$ cat src/rtl/pc_unit_rv_pkg.sv
// Shared definitions for the registered program-counter unit.
// Holds the next-PC source encodings driven by decode and the FSM state
// encodings used by pc_unit_rv.
package pc_unit_rv_pkg;

    // Width of the next-PC source selector and of the FSM state register
    localparam int PC_SRC_W = 2;
    localparam int STATE_W  = 2;

    // Next-PC source selector values
    localparam logic [PC_SRC_W-1:0] NEXT_PC_SRC_SEQ  = 2'd0;
    localparam logic [PC_SRC_W-1:0] NEXT_PC_SRC_JAL  = 2'd1;
    localparam logic [PC_SRC_W-1:0] NEXT_PC_SRC_JALR = 2'd2;
    localparam logic [PC_SRC_W-1:0] NEXT_PC_SRC_B    = 2'd3;

    // FSM states: offer PC to fetch, wait for execute, report a trap
    localparam logic [STATE_W-1:0] S_ISSUE = 2'd0;
    localparam logic [STATE_W-1:0] S_WAIT  = 2'd1;
    localparam logic [STATE_W-1:0] S_TRAP  = 2'd2;

    // Byte step for the sequential fall-through of an uncompressed instruction
    localparam int SEQ_STEP_FULL = 4;
    // Byte step for the sequential fall-through of a compressed instruction
    localparam int SEQ_STEP_HALF = 2;

endpackage

$ cat src/rtl/pc_target_rv.sv
// Combinational next-PC target generator.
// Unscrambles the J-type and B-type immediates, sign-extends them and
// forms the candidate target for the selected PC source. JALR targets
// have bit 0 forced to zero. All additions wrap modulo 2^XLEN.
// Optional feature macro: RVC_EN (enables the +2 step for compressed
// instructions; otherwise the compressed flag is ignored).
module pc_target_rv
    import pc_unit_rv_pkg::*;
#(
    parameter int XLEN = 32
) (
    input  logic [XLEN-1:0]     pc_i,
    input  logic [PC_SRC_W-1:0] pcSrc_i,
    input  logic [XLEN-1:0]     register_i,
    input  logic [19:0]         imm20_i,
    input  logic [11:0]         imm12_i,
    input  logic                branchTaken_i,
    input  logic                compressed_i,
    output logic [XLEN-1:0]     target_o
);

    logic [20:0]     jalOffset;
    logic [12:0]     branchOffset;
    logic [XLEN-1:0] jalOffsetExt;
    logic [XLEN-1:0] branchOffsetExt;
    logic [XLEN-1:0] jalrImmExt;
    logic [XLEN-1:0] seqStep;
    logic [XLEN-1:0] jalrSum;

    // J-type offset: instr[31|19:12|20|30:21] with an implicit zero LSB
    assign jalOffset = {imm20_i[19], imm20_i[7:0], imm20_i[8], imm20_i[18:9], 1'b0};

    // B-type offset: {imm12, imm11, imm10:5, imm4:1} from the packed field, zero LSB
    assign branchOffset = {imm12_i[11], imm12_i[0], imm12_i[10:5], imm12_i[4:1], 1'b0};

    // Sign-extend all offsets to the datapath width
    assign jalOffsetExt    = XLEN'($signed(jalOffset));
    assign branchOffsetExt = XLEN'($signed(branchOffset));
    assign jalrImmExt      = XLEN'($signed(imm12_i));

    // JALR base plus immediate before the LSB is cleared
    assign jalrSum = register_i + jalrImmExt;

`ifdef RVC_EN
    // Fall-through step depends on the length of the current instruction
    always_comb begin
        seqStep = XLEN'(SEQ_STEP_FULL);
        if (compressed_i) begin
            seqStep = XLEN'(SEQ_STEP_HALF);
        end
    end
`else
    logic unusedCompressed;
    assign unusedCompressed = compressed_i;

    // Without compressed support every instruction is four bytes long
    always_comb begin
        seqStep = XLEN'(SEQ_STEP_FULL);
    end
`endif

    // Select the target for the resolved control-flow source
    always_comb begin
        target_o = pc_i + seqStep;
        case (pcSrc_i)
            NEXT_PC_SRC_SEQ:  target_o = pc_i + seqStep;
            NEXT_PC_SRC_JAL:  target_o = pc_i + jalOffsetExt;
            NEXT_PC_SRC_JALR: target_o = {jalrSum[XLEN-1:1], 1'b0};
            NEXT_PC_SRC_B: begin
                if (branchTaken_i) begin
                    target_o = pc_i + branchOffsetExt;
                end else begin
                    target_o = pc_i + seqStep;
                end
            end
            default:          target_o = pc_i + seqStep;
        endcase
    end

endmodule

$ cat src/rtl/pc_unit_rv.sv
// Registered program-counter unit for the RV multicycle core.
// Offers the architectural PC to fetch with a valid/ready handshake, then
// waits for execute to resolve the instruction's control flow and loads
// the next PC. Misaligned targets produce a one-cycle trap pulse, record
// the offending address and redirect to TRAP_VECTOR.
// Optional feature macro: RVC_EN (16-bit instructions: +2 fall-through and
// a halfword-only alignment check).
module pc_unit_rv
    import pc_unit_rv_pkg::*;
#(
    parameter int              XLEN         = 32,
    parameter logic [XLEN-1:0] RESET_VECTOR = '0,
    parameter logic [XLEN-1:0] TRAP_VECTOR  = XLEN'(32'h0000_0100)
) (
    input  logic                iwClock,
    input  logic                iwReset,
    input  logic [PC_SRC_W-1:0] iwPcSrc,
    input  logic [XLEN-1:0]     iwRegister,
    input  logic [19:0]         iwImmediate20,
    input  logic [11:0]         iwImmediate12,
    input  logic                iwBranchStatus,
    input  logic                iwCompressed,
    input  logic                iwExecValid,
    output logic                owExecReady,
    output logic [XLEN-1:0]     owPc,
    output logic                owPcValid,
    input  logic                iwFetchReady,
    output logic                owMisaligned,
    output logic [XLEN-1:0]     owBadTarget
);

    logic [STATE_W-1:0] state_q;
    logic [STATE_W-1:0] state_d;
    logic [XLEN-1:0]    pc_q;
    logic [XLEN-1:0]    pc_d;
    logic [XLEN-1:0]    badTarget_q;
    logic [XLEN-1:0]    badTarget_d;
    logic [XLEN-1:0]    target;
    logic               targetMisaligned;

    pc_target_rv #(
        .XLEN          (XLEN)
    ) uTarget (
        .pc_i          (pc_q),
        .pcSrc_i       (iwPcSrc),
        .register_i    (iwRegister),
        .imm20_i       (iwImmediate20),
        .imm12_i       (iwImmediate12),
        .branchTaken_i (iwBranchStatus),
        .compressed_i  (iwCompressed),
        .target_o      (target)
    );

`ifdef RVC_EN
    // Halfword alignment suffices when compressed instructions exist
    assign targetMisaligned = target[0];
`else
    // Word alignment is required when every instruction is four bytes
    assign targetMisaligned = |target[1:0];
`endif

    // Next-state, next-PC and trap-address selection
    always_comb begin
        state_d     = state_q;
        pc_d        = pc_q;
        badTarget_d = badTarget_q;
        case (state_q)
            S_ISSUE: begin
                if (iwFetchReady) begin
                    state_d = S_WAIT;
                end
            end
            S_WAIT: begin
                if (iwExecValid) begin
                    if (targetMisaligned) begin
                        state_d     = S_TRAP;
                        badTarget_d = target;
                    end else begin
                        state_d = S_ISSUE;
                        pc_d    = target;
                    end
                end
            end
            S_TRAP: begin
                state_d = S_ISSUE;
                pc_d    = TRAP_VECTOR;
            end
            default: begin
                state_d = S_ISSUE;
            end
        endcase
    end

    // State, PC and trap-address registers with asynchronous reset
    always_ff @(posedge iwClock or posedge iwReset) begin
        if (iwReset) begin
            state_q     <= S_ISSUE;
            pc_q        <= RESET_VECTOR;
            badTarget_q <= '0;
        end else begin
            state_q     <= state_d;
            pc_q        <= pc_d;
            badTarget_q <= badTarget_d;
        end
    end

    // Outputs are decoded straight from registers so reset shows at once
    assign owPcValid    = (state_q == S_ISSUE);
    assign owExecReady  = (state_q == S_WAIT);
    assign owMisaligned = (state_q == S_TRAP);
    assign owPc         = pc_q;
    assign owBadTarget  = badTarget_q;

endmodule

$ cat config.mk
export PLATFORM = sky130hd
export DESIGN_NAME = pc_unit_rv
export DESIGN_NICKNAME = d
export VERILOG_FILES = /design/src/rtl/pc_unit_rv_pkg.sv /design/src/rtl/pc_target_rv.sv /design/src/rtl/pc_unit_rv.sv
export SDC_FILE = /design/constraint.sdc
export NUM_CORES = 1
export LEC_CHECK = 0
export BUFFER_PORTS_ARGS = -buffer_cell sky130_fd_sc_hd__buf_2
export CORE_MARGIN = 5
export CORE_UTILIZATION = 50
export CTS_BUF_LIST = sky130_fd_sc_hd__clkbuf_4 sky130_fd_sc_hd__clkbuf_8 sky130_fd_sc_hd__clkbuf_16
export DETAILED_ROUTE_END_ITERATION = 8
export PLACE_DENSITY_LB_ADDON = 0.3
export SYNTH_ARGS = -nofsm -noshare
export SYNTH_HDL_FRONTEND = slang
export SYNTH_SLANG_ARGS = --single-unit
$ cat constraint.sdc
create_clock -name iwClock -period 6.6 [get_ports iwClock]
set_clock_uncertainty 0.15 [all_clocks]
set_input_delay 0.66 -clock iwClock [delete_from_list [all_inputs] [get_ports iwClock]]
set_output_delay 0.66 -clock iwClock [all_outputs]
set_load 0.03 [all_outputs]
## After elaboration in Yosys (flattened, before gate mapping)

Cells that the tools add are included.

| cells by class | value |
|---|---|
| add/sub/neg operators | 4 |
| equal/unequal tests | 8 |
| muxes and demuxes | 9 |
| reductions and logical operators | 7 |

Operators with widths:

| operator | count |
|---|---|
| 32-bit case mux with 4 select lines | 1 |
| 32-bit adder | 3 |
| 32-bit two-way mux | 3 |
| 32-bit case mux with 2 select lines | 1 |
| 32-bit by 3-bit adder with 32-bit output, second input constant | 1 |
| 2-bit == test, second input constant | 3 |
| 2-bit two-way mux | 3 |
| 3-bit AND reduction | 2 |
| 2-bit by 1-bit == test with 1-bit output, second input constant | 2 |
| 2-bit logical NOT | 2 |
| 2-bit inequality test, second input constant | 2 |
| 2-bit case mux with 2 select lines | 1 |
| 2-bit by 1-bit inequality test with 1-bit output, second input constant | 1 |
| 2-bit AND reduction | 1 |
| 2-bit nonzero test | 1 |
| 2-bit OR reduction | 1 |

| word-level totals | value |
|---|---|
| flip-flop bits (word level) | 66 |
| logic and storage cells | 31 |

## Logic depth before layout (Yosys ltp)

Gate-level depths: netlist of run 1.

| logic depth | value |
|---|---|
| depth after elaboration | 7 |
| mapped depth | 13 |
| depth with buffers taken out | 13 |

## By module

Synthesis of run 1 repeated with hierarchy kept, for this count alone.

| second synthesis, totals | value |
|---|---|
| cell total of the unflattened synthesis | 1088 |
| area, all modules | 8933.6 um^2 |

By module, submodules not included:

| module | times used | cells an instance | area each (um^2) | sequential area each (um^2) |
|---|---|---|---|---|
| pc_target_rv | 1 | 878 | 6117.1 | 0.0 |
| pc_unit_rv | 1 | 210 | 2816.5 | 1651.6 |

## Worst setup path before layout of run 1

No wires, ideal clock.

| path | value |
|---|---|
| path type | in2reg |
| from | input port iwImmediate20[9] |
| to | register pc_q[25] (netlist: owPc[25]) |
| setup time | 122 ps |
| data arrival time | 3075 ps |
| data required time | 6328 ps |
| slack | 3253 ps |
| stages on the path | 13 |
| buffers on the path | 0 |
| cells stage by stage | ha_1 -> inv_1 -> fa_1 -> nor2b_1 -> o31a_1 -> o311a_1 -> o31a_1 -> and3_1 -> nor2_1 -> xnor2_1 -> nor2_1 -> a2111o_1 -> a32o_1 |

| between the ends | value |
|---|---|
| word-level cells in the longest chain between the ends | 5 |
| elaborated cells between the ends (all ways) | 8 |
| those cells by class | 1 x add/sub; 1 x eq/ne; 4 x mux; 2 x reduce/logical |

RTL lines:

| element | line | source |
|---|---|---|
| start: declaration | pc_unit_rv.sv:19 | `input logic [19:0] iwImmediate20,` |
| 32-bit adder (*) | pc_target_rv.sv:67 | `NEXT_PC_SRC_JAL: target_o = pc_i + jalOffsetExt;` |
| 32-bit case mux with 4 select lines (*) | pc_target_rv.sv:65 | `case (pcSrc_i)` |
| 32-bit two-way mux / 2-bit OR reduction (equally long branches) | pc_unit_rv.sv:75, pc_unit_rv.sv:59 |  |
| 32-bit two-way mux / 2-bit inequality test (equally long branches) | - |  |
| 32-bit case mux with 2 select lines / 3-bit AND reduction (equally long branches) | - |  |
| end signal: assignment | pc_unit_rv.sv:102 | `pc_q <= pc_d;` |
| end: declaration | pc_unit_rv.sv:34 | `logic [XLEN-1:0] pc_q;` |

Mark *: on every way between the ends. The rest lies on a longest branch, timed or not. The select of a mux whose other input is x is not followed.
A chain may end at the register's enable or synchronous reset.

## Final worst setup path of run 1

| path | value |
|---|---|
| from | input port iwImmediate12[11] |
| to | register badTarget_q[24] (netlist: owBadTarget[24]) |

| between the ends | value |
|---|---|
| word-level cells in the longest chain between the ends | 3 |
| elaborated cells between the ends (all ways) | 4 |
| those cells by class | 2 x add/sub; 2 x mux |

RTL lines:

| element | line | source |
|---|---|---|
| start: declaration | pc_unit_rv.sv:20 | `input logic [11:0] iwImmediate12,` |
| 32-bit adder | pc_target_rv.sv:71 | `target_o = pc_i + branchOffsetExt;` |
| 32-bit two-way mux | pc_target_rv.sv:70 | `if (branchTaken_i) begin` |
| 32-bit case mux with 4 select lines (*) | pc_target_rv.sv:65 |  |
| end signal: assignment | pc_unit_rv.sv:103 | `badTarget_q <= badTarget_d;` |
| end: declaration | pc_unit_rv.sv:36 | `logic [XLEN-1:0] badTarget_q;` |

Mark *: on every way between the ends. The rest lies on a longest branch, timed or not.

==> impl_metrics.yaml, run 1 <==
status:
  outcome: "finished clean"
clocking:
  root_buffer: "clkbuf_16"
  tritoncts: "built"
  path_clk_slew_ps: 50
  cts_buffer_depth: 2
  cts_max_level: 3
  cts-buffers-inserted: 9
  ctsResizeCount: 0
  hold_buffers: 0
  clock-sinks: 66
  clkLatencyLatePin_ps: 320
  cts_setup_buffers: 0
timing:
  period_share: 0.641
  slew_headroom: 0.293
  hold_violations: 0
  report.final.slew_viol_count: 0
  period_needed_ps: 4230
  tightest_slew_ps: 1030
  finalSetupTns_ps: 0
  finalSetupViolCount: 0
  max_freq_mhz: 236
  grt_setup_unrepaired: "no"
synth:
  netlist_area_um2: 8720
  ys.warnings.count: 0
  ys_ff_latch: 66
  synth-edff-count: 0
  syn_nets: 1303
  synth_most_common_cell: "nand2_1"
  syn_area_per_cell_um2: 7.67
  yosysUniqueCellTypes: 84
  synth.yosys.seq_area_share: 0.189
  synth_cells: 1137
  synth_top_area_cell: "dfrtp_1"
  synthTopCellsByCount: "nand2_1, a21oi_1, o21ai_0, ha_1, nor2_1"
  synth_ff_type: "dfrtp_1"
  synth_top_area_frac: 0.189
  synthTopCellsByArea: "dfrtp_1, ha_1, a21oi_1"
  async_flop_share: 1.00
layout:
  final_cells: 1477
  drive_above_1_share: 0.157
  fin_area_um2: 9800
  n_fill_cell: 1655
  antenna-diode-count: 0
  final_nets: 1414
  area_growth_pct: 12.4
floorplanning:
  rows: 48
  die_y_um: 142
  start_util: 0.508
  die_area_um2: 20200
  ios: 139
  die_w_um: 142
  core_region_area_um2: 17200
drt:
  drt_pass1_iterations: 6
  routed_via_density: 6.18
  wl_per_cell_um: 18.5
  drt_wl_total_mm: 27.3
  drtAntennaViolNets: 0
  vias: 9123
  drtIter0Drc: 1063
  drc: 0
setup_path:
  rr_startpoint: "owPc[2]$_DFFE_PP0P_"
  r2r_slack_ps: 2760
  crit_start: "iwImmediate12[11]"
  endpoint: "owBadTarget[24]$_DFFE_PP0P_"
  end_kind: "flip-flop"
  worstPathArrival_ps: 4240
  crit_type: "in2reg"
  r2r_cells: 11
  cp_max_fo: 41
  cp.required_ps: 6610
  regToRegEndpoint: "owBadTarget[24]$_DFFE_PP0P_"
  cp-start-kind: "primary input"
hold_path:
  hold_class: "reg2reg"
  hold_start: "owBadTarget[9]$_DFFE_PP0P_"
global_routing:
  grt_pass1_wl_mm: 43.6
  antenna_found_initial: 0
  track_usage: 0.263
  grt_max_degree: 67
  grt_pass1_vias: 8514
  grt_overflow_total: 0
place:
  dpl_cell_area_um2: 9530
  gp_congestion: 0.951
  dp.cells: 1462
  place.detailed.hpwl_mm: 21.7
  place.port_buffers: 137
power:
  powerDensity_nw_per_um2: 440
  irDropWorstVdd_uv: 272
  p_leak_nw: 4.54
job:
  cap_violations: 0
[per-stage QoR]
| stage | total power [mW] | util | setup WS [ps] | hold slack, ps |
|---|---|---|---|---|
| 2_1_floorplan | 3.02 | - | 3250 | 299 |
| 3_3_place_gp | 3.75 | 0.555 | 2180 | 306 |
| 3_5_place_dp | 3.80 | 0.555 | 2210 | 316 |
| 4_1_cts | 4.26 | 0.571 | 2540 | 326 |
| 5_1_grt | 4.63 | 0.571 | 2080 | 340 |
| 6_report | 4.31 | 0.571 | 2370 | 322 |
[how the worst min path moves through the flow]
stage / end / slack (ps) / cells past startpoint
6_report: owBadTarget[9]$_DFFE_PP0P_ / 320 / 2
5_1_grt: owBadTarget[2]$_DFFE_PP0P_ / 340 / 2
4_1_cts: owBadTarget[20]$_DFFE_PP0P_ / 330 / 2
3_5_place_dp: owBadTarget[0]$_DFFE_PP0P_ / 320 / 2
3_3_place_gp: owBadTarget[23]$_DFFE_PP0P_ / 310 / 2
2_1_floorplan: state_q[0]$_DFFE_PP0P_ / 300 / 1
[power by group]
part | switching (mW) | leakage [nW] | internal [mW]
clock network | 0.160 | 0.142 | 0.274
logic | 1.87 | 3.56 | 1.12
registers | 0.302 | 0.840 | 0.579
total | 2.33 | 4.54 | 1.98
[metal layers]
| layer | vias up | wire [µm] | GRT usage |
|---|---|---|---|
| met5 | - | 0 | 0 |
| met4 | 0 | 592 | 0.0657 |
| met3 | 41 | 2190 | 0.0265 |
| met2 | 370 | 11800 | 0.410 |
| met1 | 4252 | 12700 | 0.390 |
| li1 | 4460 | - | - |
[cell type report]
type	instances	area (µm²)	share of cell area
clock buffers	12	260	0.0265
clock inverters	3	15.0	0.00153
inverters	34	128	0.0130
multi-input cells	996	6750	0.689
flip-flops and latches	66	1650	0.168
well taps	225	282	0.0287
repair buffers	141	716	0.0730
[flip-flops by register name (all words and copies together), names as in the netlist]
signal / count
owBadTarget: 32
owPc: 32
state_q: 2
[placed cells by master, fill, tap and decap left out, types with 24 or more instances in the layout]
master	count
a21o_1	32
xor2_1	44
nand4_1	24
ha_1	91
a21oi_1	105
buf_2	137
nand2_1	123
nand3_1	54
dfrtp_1	66
nor2_1	85
o21ai_0	102
inv_1	32
xnor2_1	59
[worst max-delay path: stages]
cell and delay (ps):
buf_2 620, ha_1 430, a21oi_1 290, nand2_1 140
nor4_1 300, nor2_1 100, a31o_2 260, a21oi_1 180
xor2_1 150, nor2_1 50, a2111oi_0 830, o21ai_0 200
[logic make-up (layout without fill, tap and decap cells)]
kind of cell | Yosys count | count (layout) | synth area share
DFF | 66 | 66 | 0.189
muxes | 16 | 16 | 0.0261
AOI/OAI and AO/OA | 402 | 402 | 0.297
and+or+nand+nor | 381 | 381 | 0.209
xor gates and xnor gates | 103 | 103 | 0.103
buffers and inverters | 75 | 190 | 0.0366
adders and majority gates | 94 | 94 | 0.137
(Power assumes the default switching activity.)
==> run 2, diff against run 1 <==
==> constraint.sdc (replaced) <==
create_clock -name iwClock -period 3.9 [get_ports iwClock]
set_clock_uncertainty 0.15 [all_clocks]
set_input_delay 0.39 -clock iwClock [delete_from_list [all_inputs] [get_ports iwClock]]
set_output_delay 0.39 -clock iwClock [all_outputs]
set_load 0.03 [all_outputs]
==> run 2 against run 1 <==
  * Design area up 2.5%
  * Global-route usage up 1.1 points
  * Wire length up 3.5%
  * Total power up 77%
  * Sequential power up 61%
  * Sequential cell count unchanged
  * Non-clock buffer count up 24
  * Critical path depth unchanged
  * Die area unchanged
  * Highest routed layer unchanged
==> impl_metrics.yaml, run 2 (same netlist as run 1, synthesis figures left out) <==
place:
  place.detailed.hpwl_mm: 22.5
  gp_congestion: 0.973
  place.port_buffers: 137
  dp_slack_ps: 301
timing:
  finalSetupViolCount: 0
  period_needed_ps: 3620
  hold_violations: 0
  slew_headroom: 0.249
  period_share: 0.929
  finalSetupTns_ps: 0
  max_freq_mhz: 276
  tightest_slew_ps: 1120
  layout_setup_ws_ps: 278
  grt_setup_unrepaired: "no"
  report.final.slew_viol_count: 0
clocking:
  ctsResizeCount: 0
  hold_buffers: 0
  clock-sinks: 66
  root_buffer: "clkbuf_16"
  cts_buffer_depth: 2
  cts_setup_buffers: 0
  tritoncts: "built"
  cts-buffers-inserted: 9
  cts_max_level: 3
  path_clk_slew_ps: 60
  clkLatencyLatePin_ps: 330
global_routing:
  grt_overflow_total: 0
  antenna_found_initial: 0
  grt_max_degree: 47
  grt_pass1_vias: 8615
  grt_pass1_wl_mm: 45.1
  track_usage: 0.274
drt:
  drtIter0Drc: 947
  routed_via_density: 6.19
  drc: 0
  vias: 9302
  drtAntennaViolNets: 0
  drt_wl_total_mm: 28.2
  drt_pass1_iterations: 7
  wl_per_cell_um: 18.8
setup_path:
  cp_max_fo: 9
  crit_start: "owPc[2]$_DFFE_PP0P_"
  rr_startpoint: "owPc[2]$_DFFE_PP0P_"
  crit_type: "reg2reg"
  end_kind: "flip-flop"
  cp.required_ps: 3950
  cp-start-kind: "flip-flop"
  r2r_cells: 12
  r2r_slack_ps: 280
  endpoint: "owPc[24]$_DFFE_PP0P_"
  worstPathArrival_ps: 3670
  regToRegEndpoint: "owPc[24]$_DFFE_PP0P_"
floorplanning:
  die_y_um: 142
  start_util: 0.508
  rows: 48
  core_region_area_um2: 17200
  die_area_um2: 20200
  die_w_um: 142
  ios: 139
layout:
  final_common_cell: "buf_2"
  antenna-diode-count: 0
  drive_above_1_share: 0.173
  final_cell_mix: "buf_2, nand2_1, a21oi_1, o21ai_0, ha_1"
  area_growth_pct: 15.3
  n_fill_cell: 1597
  final-seq-area_um2: 1650
  final_nets: 1438
  multi_input_area_um2: 6750
job:
  cap_violations: 0
power:
  p_sw_mw: 4.03
  p_clk_frac: 0.120
  swShare: 0.529
  internal-power_mw: 3.59
  powerDensity_nw_per_um2: 758
  combPwrFrac: 0.694
  seqPwrFrac: 0.186
  irDropWorstVdd_uv: 532
  p_leak_nw: 4.68
status:
  outcome: "finished clean"
hold_path:
  hold_class: "in2async"
==> run 2: through the flow <==
stage | power [mW] | utilization | area [µm²] | std cells | hold slack [ps]
after floorplan | 5.10 | - | 8720 | 1137 | 299
after CTS | 7.52 | 0.585 | 10000 | 1502 | 94.3
after global routing | 8.18 | 0.585 | 10000 | 1502 | 133
final | 7.62 | 0.585 | 10000 | 1502 | 70.3
after detailed placement | 6.54 | 0.565 | 9710 | 1486 | 315
after global placement | 6.47 | 0.565 | 9710 | 1486 | 306
==> run 2: critical path: stages, from the launching register on <==
cell and delay, ps:
dfrtp_1 550, ha_1 320, a211oi_1 230, nor2_1 120, o2111a_1 290, o211a_1 270, o21ai_2 220, o21ai_0 150
xnor2_1 190, nor2_1 80, a2111oi_0 590, buf_4 240, o21ai_0 80
==> run 2: routing by layer <==
metal  wire length, µm  vias up  GRT usage
met5                 0        -          0
met4               565        0     0.0687
met3              2620       40     0.0289
met2             12100      459      0.419
met1             13000     4289      0.413
li1                  -     4514          -
==> run 2: cell type report <==
class,instances,share of cell area
Sequential cell,66,0.164
Inverter,34,0.0127
Clock buffer,9,0.0224
Multi-Input combinational cell,996,0.672
Clock inverter,7,0.0116
Timing Repair Buffer,165,0.0891
Tap cell,225,0.0280
==> run 2: how the worst min path moves through the flow <==
| stage | from | end | cells past startpoint |
|---|---|---|---|
| 2_1_floorplan | state_q[1]$_DFFE_PP0P_ | state_q[0]$_DFFE_PP0P_ | 1 |
| 3_3_place_gp | owBadTarget[10]$_DFFE_PP0P_ | owBadTarget[10]$_DFFE_PP0P_ | 2 |
| 3_5_place_dp | owBadTarget[7]$_DFFE_PP0P_ | owBadTarget[7]$_DFFE_PP0P_ | 2 |
| 4_1_cts | iwReset | state_q[1]$_DFFE_PP0P_ | 2 |
| 5_1_grt | iwExecValid | state_q[0]$_DFFE_PP0P_ | 2 |
| 6_report | iwReset | state_q[1]$_DFFE_PP0P_ | 2 |
==> run 2: power groups by stage <==
stage / combinational [mW] / sequential, mW / clock [mW]
global placement: 5.08 / 1.39 / 0
finish: 5.29 / 1.42 / 0.917
global route: 5.76 / 1.46 / 0.963
CTS: 5.19 / 1.40 / 0.928
floorplan: 3.20 / 1.90 / 0
detailed placement: 5.14 / 1.40 / 0
==> run 3, diff against run 2 <==
--- a/config.mk
+++ b/config.mk
@@ -8,9 +8,10 @@
 export BUFFER_PORTS_ARGS = -buffer_cell sky130_fd_sc_hd__buf_2
 export CORE_MARGIN = 5
 export CORE_UTILIZATION = 50
-export CTS_BUF_LIST = sky130_fd_sc_hd__clkbuf_4 sky130_fd_sc_hd__clkbuf_8 sky130_fd_sc_hd__clkbuf_16
+export CTS_CLUSTER_DIAMETER = 150
 export DETAILED_ROUTE_END_ITERATION = 8
 export PLACE_DENSITY_LB_ADDON = 0.3
 export SYNTH_ARGS = -nofsm -noshare
 export SYNTH_HDL_FRONTEND = slang
+export SYNTH_HIERARCHICAL = 1
 export SYNTH_SLANG_ARGS = --single-unit
==> run 3 against run 2 <==
  * The run now ends with negative hold slack left
  * Combinational power up 7.8%
  * Synthesized cell count shrank 4.3%
  * Design area up 1.8%
  * Largest power group unchanged
  * Worst setup slack got worse by 52 ps
  * Wire length shrank 4.3%
  * Area after synthesis is 2.5% higher
  * Sequential share of layout area decreased by 0.29 points
  * Hold slack lost 76 ps
  * Sequential power is essentially flat
==> impl_metrics.yaml, run 3 <==
synth:
  ys_ff_latch: 66
  ys.warnings.count: 6
  async_flop_share: 1.00
  synth_ff_type: "dfrtp_1"
  synth_cells: 1088
  synth.yosys.seq_area_share: 0.185
  synthTopCellsByCount: "nand2_1, a21oi_1, ha_1, nor2_1, dfrtp_1"
  syn_nets: 1254
  synthTopCellsByArea: "dfrtp_1, ha_1, a21oi_1"
  synth_top_area_frac: 0.185
  synth-edff-count: 0
  yosysUniqueCellTypes: 74
  synth_top_area_cell: "dfrtp_1"
  netlist_area_um2: 8930
  syn_area_per_cell_um2: 8.21
  synth_most_common_cell: "nand2_1"
clocking:
  hold_buffers: 0
  root_buffer: "clkbuf_16"
  cts_max_level: 3
  clkLatencyLatePin_ps: 330
  ctsResizeCount: 0
  cts-buffers-inserted: 9
  cts_setup_buffers: 0
  clock-sinks: 66
  cts_buffer_depth: 2
  path_clk_slew_ps: 60
  tritoncts: "built"
global_routing:
  grt_pass1_wl_mm: 42.4
  antenna_found_initial: 0
  grt_overflow_total: 0
  grt_pass1_vias: 8130
  grt_max_degree: 39
  track_usage: 0.255
setup_path:
  cp.required_ps: 3960
  crit_type: "reg2reg"
  cp-start-kind: "flip-flop"
  cpMaxStageDelayCell: "dfrtp_1"
  worstPathArrival_ps: 3740
  path_delay_family: "compound AO/OA/AOI/OAI gates"
  end_kind: "flip-flop"
  cp_slowest_stage_delay_ps: 420
  cp_max_fo: 6
  crit_chain: "ha_1, inv_1, fa_1, nor2b_1, o31a_1, o311ai_4, a311oi_1, or3_1, a21oi_1, a31oi_1, a221oi_1, a211oi_1, mux2_4"
  critPathBufInv: 1
layout:
  fin_util: 0.587
  final_nets: 1396
  area_growth_pct: 14.5
  drive_above_1_share: 0.198
  antenna-diode-count: 0
  final_common_cell: "buf_2"
  fin_area_um2: 10200
  final_cell_mix: "buf_2, nand2_1, a21oi_1, ha_1, nor2_1"
drt:
  drt_pass1_iterations: 5
  drc: 0
  drtIter0Drc: 836
  drt_wl_total_mm: 27.0
  wl_per_cell_um: 18.5
  vias: 8828
  drtAntennaViolNets: 0
  routed_via_density: 6.05
status:
  violations: "negative hold slack"
  outcome: "finished, violations left"
power:
  p_total_mw: 8.08
  irDropWorstVdd_uv: 537
  p_leak_nw: 5.08
  powerDensity_nw_per_um2: 790
timing:
  finalSetupTns_ps: 0
  slew_headroom: 0.269
  period_needed_ps: 3670
  finalSetupViolCount: 0
  tightest_slew_ps: 1100
  hold_violations: 16
  period_share: 0.942
  grt_setup_unrepaired: "no"
  max_freq_mhz: 272
  whs_ps: -5.77
  report.final.slew_viol_count: 0
place:
  dpl_cell_area_um2: 9880
  gp_congestion: 0.969
  place.port_buffers: 137
  place.detailed.hpwl_mm: 21.8
hold_path:
  hold_class: "in2async"
floorplanning:
  rows: 48
  core_region_area_um2: 17400
  die_w_um: 144
  start_util: 0.513
  ios: 139
  die_y_um: 144
  die_area_um2: 20600
job:
  cap_violations: 0
run 3: metrics by stage:
stage               setup slack, ps  cells
floorplan                       455   1088
global placement                230   1444
detailed placement              206   1444
CTS                             309   1459
global route                   69.7   1459
finish                          226   1459
run 3: cell families (layout without fill, tap and decap cells):
kind of cell / Yosys count / after routing / share of synthesized area
multiplexers: 77 / 77 / 0.114
adder cells (fa/ha/maj): 94 / 94 / 0.134
flip-flops: 66 / 66 / 0.185
AND/OR/NAND/NOR: 309 / 309 / 0.163
XOR/XNOR: 100 / 100 / 0.0980
buffers and inverters: 97 / 243 / 0.0531
AO/OA/AOI/OAI: 345 / 345 / 0.253
run 3: routing by layer:
metal / vias to the layer above / wire length [µm] / track usage
met5: - / 0 / 0
met4: 0 / 264 / 0.0436
met2: 364 / 11700 / 0.392
met3: 23 / 2230 / 0.0316
li1: 4272 / - / -
met1: 4169 / 12800 / 0.388
run 3: path summary, 6_finish.rpt:
kind | from | end | slack, ps | depth (start not counted)
max | owPc[1]$_DFFE_PP0P_ | owBadTarget[27]$_DFFE_PP0P_ | 230 | 13
min | iwReset | owBadTarget[3]$_DFFE_PP0P_ | -6 | 2
max reg2reg | owPc[1]$_DFFE_PP0P_ | owBadTarget[27]$_DFFE_PP0P_ | 230 | 13
min reg2reg | owBadTarget[14]$_DFFE_PP0P_ | owBadTarget[14]$_DFFE_PP0P_ | 360 | 1
max in group asynchronous | iwReset | owPc[30]$_DFFE_PP0P_ | 2670 | 3
min in group iwClock | iwExecValid | state_q[0]$_DFFE_PP0P_ | 140 | 2
run 3: cell type report:
class / count / area (µm²)
Clock buffer: 11 / 253
Multi-Input combinational cell: 925 / 6810
Timing Repair Buffer: 164 / 888
Clock inverter: 4 / 98.8
Sequential cell: 66 / 1650
Fill cell: 1656 / 7190
Inverter: 64 / 240
Tap cell: 225 / 282
run 3: report_power, final:
group / total, mW / leakage [nW] / internal (mW) / switching [mW]
clock: 0.955 / 0.172 / 0.657 / 0.298
sequential: 1.43 / 0.809 / 0.998 / 0.428
combinational: 5.70 / 4.10 / 2.28 / 3.42
